File: src/rtl/ysyx_22040365_ex_ctrl.sv
// EX-stage sequencer: accepts one decoded op, feeds the EX datapath for the op's
// latency, then holds the captured result until writeback takes it.
module ysyx_22040365_ex_ctrl #(
  parameter int XLEN     = 64,
  parameter int LONG_LAT = 4
) (
  input  logic            clk,
  input  logic            rst_n,
  input  logic            flush,
  input  logic            in_valid,
  output logic            in_ready,
  input  logic [XLEN-1:0] in_op1,
  input  logic [XLEN-1:0] in_op2,
  input  logic [1:0]      in_op_type,
  input  logic [4:0]      in_rd,
  input  logic            in_wen,
  output logic [XLEN-1:0] ex_op1,
  output logic [XLEN-1:0] ex_op2,
  output logic [1:0]      ex_op_type,
  input  logic [XLEN-1:0] ex_result,
  output logic            out_valid,
  input  logic            out_ready,
  output logic [XLEN-1:0] out_result,
  output logic [4:0]      out_rd,
  output logic            out_wen,
  output logic            busy
);

  localparam logic [1:0] S_IDLE = 2'd0;
  localparam logic [1:0] S_EXEC = 2'd1;
  localparam logic [1:0] S_DONE = 2'd2;

  localparam logic [1:0] OP_NOP  = 2'b00;
  localparam logic [1:0] OP_LONG = 2'b11;

  // Counter preload: the op completes on the cycle the counter reads zero.
  localparam logic [3:0] LONG_CNT = 4'(LONG_LAT - 1);

  logic [1:0]      state_q, state_d;
  logic [3:0]      cnt_q, cnt_d;
  logic [XLEN-1:0] ex_op1_q, ex_op1_d;
  logic [XLEN-1:0] ex_op2_q, ex_op2_d;
  logic [1:0]      ex_op_type_q, ex_op_type_d;
  logic [4:0]      rd_q, rd_d;
  logic            wen_q, wen_d;
  logic            out_valid_q, out_valid_d;
  logic [XLEN-1:0] out_result_q, out_result_d;
  logic [4:0]      out_rd_q, out_rd_d;
  logic            out_wen_q, out_wen_d;
  logic            accept;

  assign in_ready = !flush && ((state_q == S_IDLE) || ((state_q == S_DONE) && out_ready));
  assign accept   = in_valid && in_ready;

  always_comb begin
    // NOTE: every next-state signal starts from its current value so no path leaves it unassigned (no latches).
    state_d      = state_q;
    cnt_d        = cnt_q;
    ex_op1_d     = ex_op1_q;
    ex_op2_d     = ex_op2_q;
    ex_op_type_d = ex_op_type_q;
    rd_d         = rd_q;
    wen_d        = wen_q;
    out_valid_d  = out_valid_q;
    out_result_d = out_result_q;
    out_rd_d     = out_rd_q;
    out_wen_d    = out_wen_q;

    if (flush) begin
      // A held result is dropped here even if WB raises out_ready this cycle.
      state_d     = S_IDLE;
      cnt_d       = 4'd0;
      out_valid_d = 1'b0;
      out_wen_d   = 1'b0;
    end else begin
      case (state_q)
        S_EXEC: begin
          if (cnt_q != 4'd0) begin
            cnt_d = cnt_q - 4'd1;
          end else begin
            out_result_d = ex_result;
            out_rd_d     = rd_q;
            out_wen_d    = wen_q && (ex_op_type_q != OP_NOP);
            out_valid_d  = 1'b1;
            state_d      = S_DONE;
          end
        end
        S_DONE: begin
          if (out_ready) begin
            out_valid_d = 1'b0;
            state_d     = S_IDLE;
          end
        end
        default: ;
      endcase

      // Accept overrides the DONE->IDLE step so a new op can issue on the retire edge.
      if (accept) begin
        ex_op1_d     = in_op1;
        ex_op2_d     = in_op2;
        ex_op_type_d = in_op_type;
        rd_d         = in_rd;
        wen_d        = in_wen;
        cnt_d        = (in_op_type == OP_LONG) ? LONG_CNT : 4'd0;
        state_d      = S_EXEC;
      end
    end
  end

  // NOTE: state registers use non-blocking assignments so all flops update together at the edge.
  always_ff @(posedge clk or negedge rst_n) begin
    if (!rst_n) begin
      state_q      <= S_IDLE;
      cnt_q        <= 4'd0;
      ex_op1_q     <= '0;
      ex_op2_q     <= '0;
      ex_op_type_q <= 2'b00;
      rd_q         <= 5'd0;
      wen_q        <= 1'b0;
      out_valid_q  <= 1'b0;
      out_result_q <= '0;
      out_rd_q     <= 5'd0;
      out_wen_q    <= 1'b0;
    end else begin
      state_q      <= state_d;
      cnt_q        <= cnt_d;
      ex_op1_q     <= ex_op1_d;
      ex_op2_q     <= ex_op2_d;
      ex_op_type_q <= ex_op_type_d;
      rd_q         <= rd_d;
      wen_q        <= wen_d;
      out_valid_q  <= out_valid_d;
      out_result_q <= out_result_d;
      out_rd_q     <= out_rd_d;
      out_wen_q    <= out_wen_d;
    end
  end

  assign ex_op1     = ex_op1_q;
  assign ex_op2     = ex_op2_q;
  assign ex_op_type = ex_op_type_q;
  assign out_valid  = out_valid_q;
  assign out_result = out_result_q;
  assign out_rd     = out_rd_q;
  assign out_wen    = out_wen_q;
  assign busy       = (state_q == S_EXEC);

endmodule

File: config.mk
export PLATFORM = sky130hd
export DESIGN_NAME = ysyx_22040365_ex_ctrl
export DESIGN_NICKNAME = d
export VERILOG_FILES = /design/src/rtl/ysyx_22040365_ex_ctrl.sv
export SDC_FILE = /design/constraint.sdc
export NUM_CORES = 1
export LEC_CHECK = 0
export CORE_MARGIN = 3
export CORE_UTILIZATION = 25
export DETAILED_ROUTE_END_ITERATION = 10
export SYNTH_ARGS = -nofsm -noshare
export SYNTH_HDL_FRONTEND = slang
export SYNTH_SLANG_ARGS = --single-unit
File: constraint.sdc
create_clock -name clk -period 4.4 [get_ports clk]
set_input_delay 1.32 -clock clk [delete_from_list [all_inputs] [get_ports clk]]
set_output_delay 1.32 -clock clk [all_outputs]
set_load 0.1 [all_outputs]
# Word level (Yosys, flattened, before mapping)
# Cells that the tools add are included.
[word_totals] input_bits=205 out_inout_bits=203 word_cells=59 register_bits=213
[op_classes] n_eq_ne=8 n_reduce_logical=20 n_mux=17 bitwise=2 addsub=1
[op_table] op="$mux W4" n=4
[op_table] op="$mux W2" n=5
[op_table] op="$reduce_and A3 Y1" n=3
[op_table] op="$reduce_bool A3 Y1" n=3
[op_table] op="$ne A4 B4 Y1 const B" n=2
[op_table] op="$reduce_bool A4 Y1" n=2
[op_table] op="$mux W1" n=6
[op_table] op="$ne A3 B3 Y1 const B" n=2
[op_table] op="$reduce_and A2 Y1" n=3
[op_table] op="$eq A2 B2 Y1 const B" n=2
[op_table] op="$logic_and A1 B1 Y1" n=4
[op_table] op="$pmux W2 S2" n=1
[op_table] op="$reduce_bool A2 Y1" n=2
[op_table] op="$sub A4 B1 Y4 const B" n=1
[op_table] op="$eq A2 B1 Y1 const B" n=1
[op_table] op="$logic_not A2 Y1" n=1
[op_table] op="$ne A2 B2 Y1 const B" n=1
[op_table] op="$not A1 Y1" n=2
[op_table] op="$pmux W1 S2" n=1
[op_table] op="$logic_not A1 Y1" n=1
[op_table] op="$logic_or A1 B1 Y1" n=1

# Longest topological paths before layout
[logic_depth] depth_word=7 ltp_mapped=7 mapped_depth_nobuf=5

# Worst setup path after synthesis
# Ideal clock, no wire load.
[synth_path] path_kind="input-to-output" start="input port flush" end="output port in_ready" cell_stages=3 t_arrival_ps=2354 path_slack_ps=726 path_buffers=1 t_required_ps=3080 cell_sequence="buf_2 nor2_1 and2_1"
[synth_between] elab_chain_len=2
[synth_rtl] element="start, declared" line_no="9" source="input logic flush,"
[synth_rtl] element="$logic_not A1 Y1" line_no="52" source="assign in_ready = !flush && ((state_q == S_IDLE) || ((state_q == S_DONE) && out_ready));"
[synth_rtl] element="$logic_and A1 B1 Y1" line_no="52"
[synth_rtl] element="end, declared" line_no="11" source="output logic in_ready,"
# Every way passes these cells.

# Final worst setup path
[layout_path] start="input port out_ready" end="output port in_ready"
[layout_between] elab_chain_len=3
[layout_rtl] element="start, declared" line_no="22" source="input logic out_ready,"
[layout_rtl] element="$logic_and A1 B1 Y1" line_no="52"
[layout_rtl] element="$logic_or A1 B1 Y1" line_no="52"
[layout_rtl] element="$logic_and A1 B1 Y1" line_no="52"
# Every way passes these cells.

==> results.md <==
* Post-route cell area at 0.01349 sq mm
* Number of enable flip-flop cells after synthesis at 0
* Detailed Route Iter0 Violations at 122
* CTS Buffer Depth at 3
* Maximum clock frequency at 261.1 MHz
* Starting Density at 25.41%
* Max_slew headroom at a little under a third
* Clk root buf: clkbuf_16
* Fin. Hold Viols at 0
* RSZ-0062 raised after global routing: false
* Port bufs at ~400
* Gate Count Post-Synth at slightly below 500
* CTS clock-pin slew for the worst setup and hold paths at 0.05 ns
* P&R area growth vs syn at 67.84%
* Largest net degree at the start of global routing at between 100 and 150
* Die width at between 150 and 200 microns
* Top FF cell, synth: dfrtp_1
* WP data arrival at 2.51 ns
* Final setup violating endpoints at 0
* Worst EP required at 3.08 ns
* Hold bufs inserted after CTS at 0
* Gates resized, CTS repair at 0
* Synthesized flop and latch total at 213
* Worst Hold Class: flip-flop to flip-flop
* First-pass GRT wire length at 33500 microns
* Final setup TNS at 0 ns
* Antenna diode count at 0
* Critical Path End Type: primary output
* Initial antenna violation count at 0
* Slew Limit Fails at 0
* Max-Cap Viols at 0
* Critical Path Fanout Max at 6
* Placed cell area at 0.01264 sq mm
* Die area at 0.03434 sq mm
* Largest area contributor in the netlist: dfrtp_1
* Count of cell types in the netlist at 27
* Crit path launch type: input port
* Hpwl dp at 16800 microns
* Worst Clk Skew at 0.007858 ns
* Routed WL at 22700 microns
* Worst-Margin Slew at around 1.0 ns
* Routability Congestion at 0.7248
* # rows at 65
* Outcome: finished clean
* Post-route ant nets at 0
* TritonCTS Buffers at 25
* Vias in the first global route at between 5000 and 6000
* Syn Nets at between 600 and 700
* CORE AREA at 0.03164 sq mm
* Top-count cell post-synth: dfrtp_1
* DR DRC count at 0
* Vert. Die Dim at 185.3 microns
* Crit Path Category: input port to primary output
* Post-synth top cells: 213 x dfrtp_1, 195 x mux2_2, 20 x buf_2
* H-tree depth at 1
* GR Overflow Total at 0
* Period utilization at 87.05%
* Later-pin clock latency in the skew report at 0.51 ns
* Ratio of cells with drive above 1 in the final layout at between 20 and 30%
* Yosys top cell area share at approximately 66%
* Routed vias at 5599
* Routed vias/inst at between 4 and 5
* Postcts setup bufs at 0
* Post-synthesis async set-or-reset flop share at 100.0%
* Clk sinks at 213
* I/O pins at 408
* Ys Warns at 0
* Routed wire length per instance at 17.16 microns
* Top cells by area, synth: dfrtp_1 66%, mux2_2 27%, mux2_1 1.4%
* GRT Overall Usage at 12.37%
* Drt pass-1 iters at 5
* Nets at approximately 1100
* Mapped Area at 0.008039 sq mm
* Synthesized area per cell at 16.61 sq um
* Min Tclk post-route at 3.830 ns
* Seq/Total Area, Yosys at 66.30%
* CTS tree: done
## stage by stage
step	std cells	setup slack (ns)	util [%]	hold WS (ns)
2_1_floorplan	484	0.7262	-	0.4736
3_3_place_gp	1279	0.5779	39.95	0.4679
3_5_place_dp	1279	0.5590	39.95	0.4748
4_1_cts	1323	0.5582	42.65	0.4877
5_1_grt	1323	0.5183	42.65	0.4908
6_report	1323	0.5697	42.65	0.4814
## critical path, stage by stage
cell and delay [ns]:
clkdlybuf4s50_1 0.48, nand2b_1 0.26, and2_1 0.25, buf_12 0.19
## registers in the layout (all words and copies together), names as in the netlist
| name | flops |
|---|---|
| out_wen | 1 |
| out_rd | 5 |
| out_result | 64 |
| ex_op_type | 2 |
| ex_op1 | 64 |
| wen_q | 1 |
| state_q | 2 |
| rd_q | 5 |
| out_valid | 1 |
| ex_op2 | 64 |
| cnt_q | 4 |
## cell usage in the layout, fill, tap and decap left out, types with 5 or more instances in the layout
master           Yosys  final
mux2_2             195    195
a21oi_1              5      5
mux2_1              10     10
o21ai_0              7      7
clkdlybuf4s50_1      0    404
clkbuf_8             0      5
clkbuf_16            0     25
dfrtp_1            213    213
buf_4                2      6
buf_12               0      6
clkinv_2             0      6
## kinds of logic after synthesis
| group | share of synthesized area (%) |
|---|---|
| AOI/OAI and AO/OA | 1.307 |
| adders and majority gates | 0.3112 |
| buffers and inverters | 1.899 |
| DFF | 66.30 |
| muxes | 28.72 |
| and+or+nand+nor | 1.463 |
## area by class of cell
| cell class | instances | area (sq um) |
|---|---|---|
| Clock inverter | 11 | 157.7 |
| Multi-Input combinational cell | 243 | 2569 |
| Clock buffer | 33 | 695.7 |
| Timing Repair Buffer | 417 | 4223 |
| Sequential cell | 213 | 5330 |
| Tap cell | 402 | 503.0 |
| Fill cell | 2933 | 18140 |
| Inverter | 4 | 15.01 |
## layer usage
layer	vias to the layer above	wire (microns)	track usage, %
met5	-	0	0
met4	0	713	4.232
met3	37	2038	4.085
met2	240	11580	22.25
met1	2755	8373	13.71
li1	2567	-	-
## worst paths after layout
kind	to	slack, ns	from	cells past startpoint
worst max register to register	out_result[35]	1.98	cnt_q[0]	6
worst max-delay path	in_ready	0.57	out_ready	4
min in group asynchronous	out_result[25]	0.62	rst_n	1
worst min register to register	out_result[59]	0.48	out_result[59]	1
max in group asynchronous	ex_op2[40]	3.01	rst_n	2
worst min-delay path	out_result[59]	0.48	out_result[59]	1
Power is not shown: default switching activity piles up to over one toggle a cycle in this logic, so the estimate is an artifact.
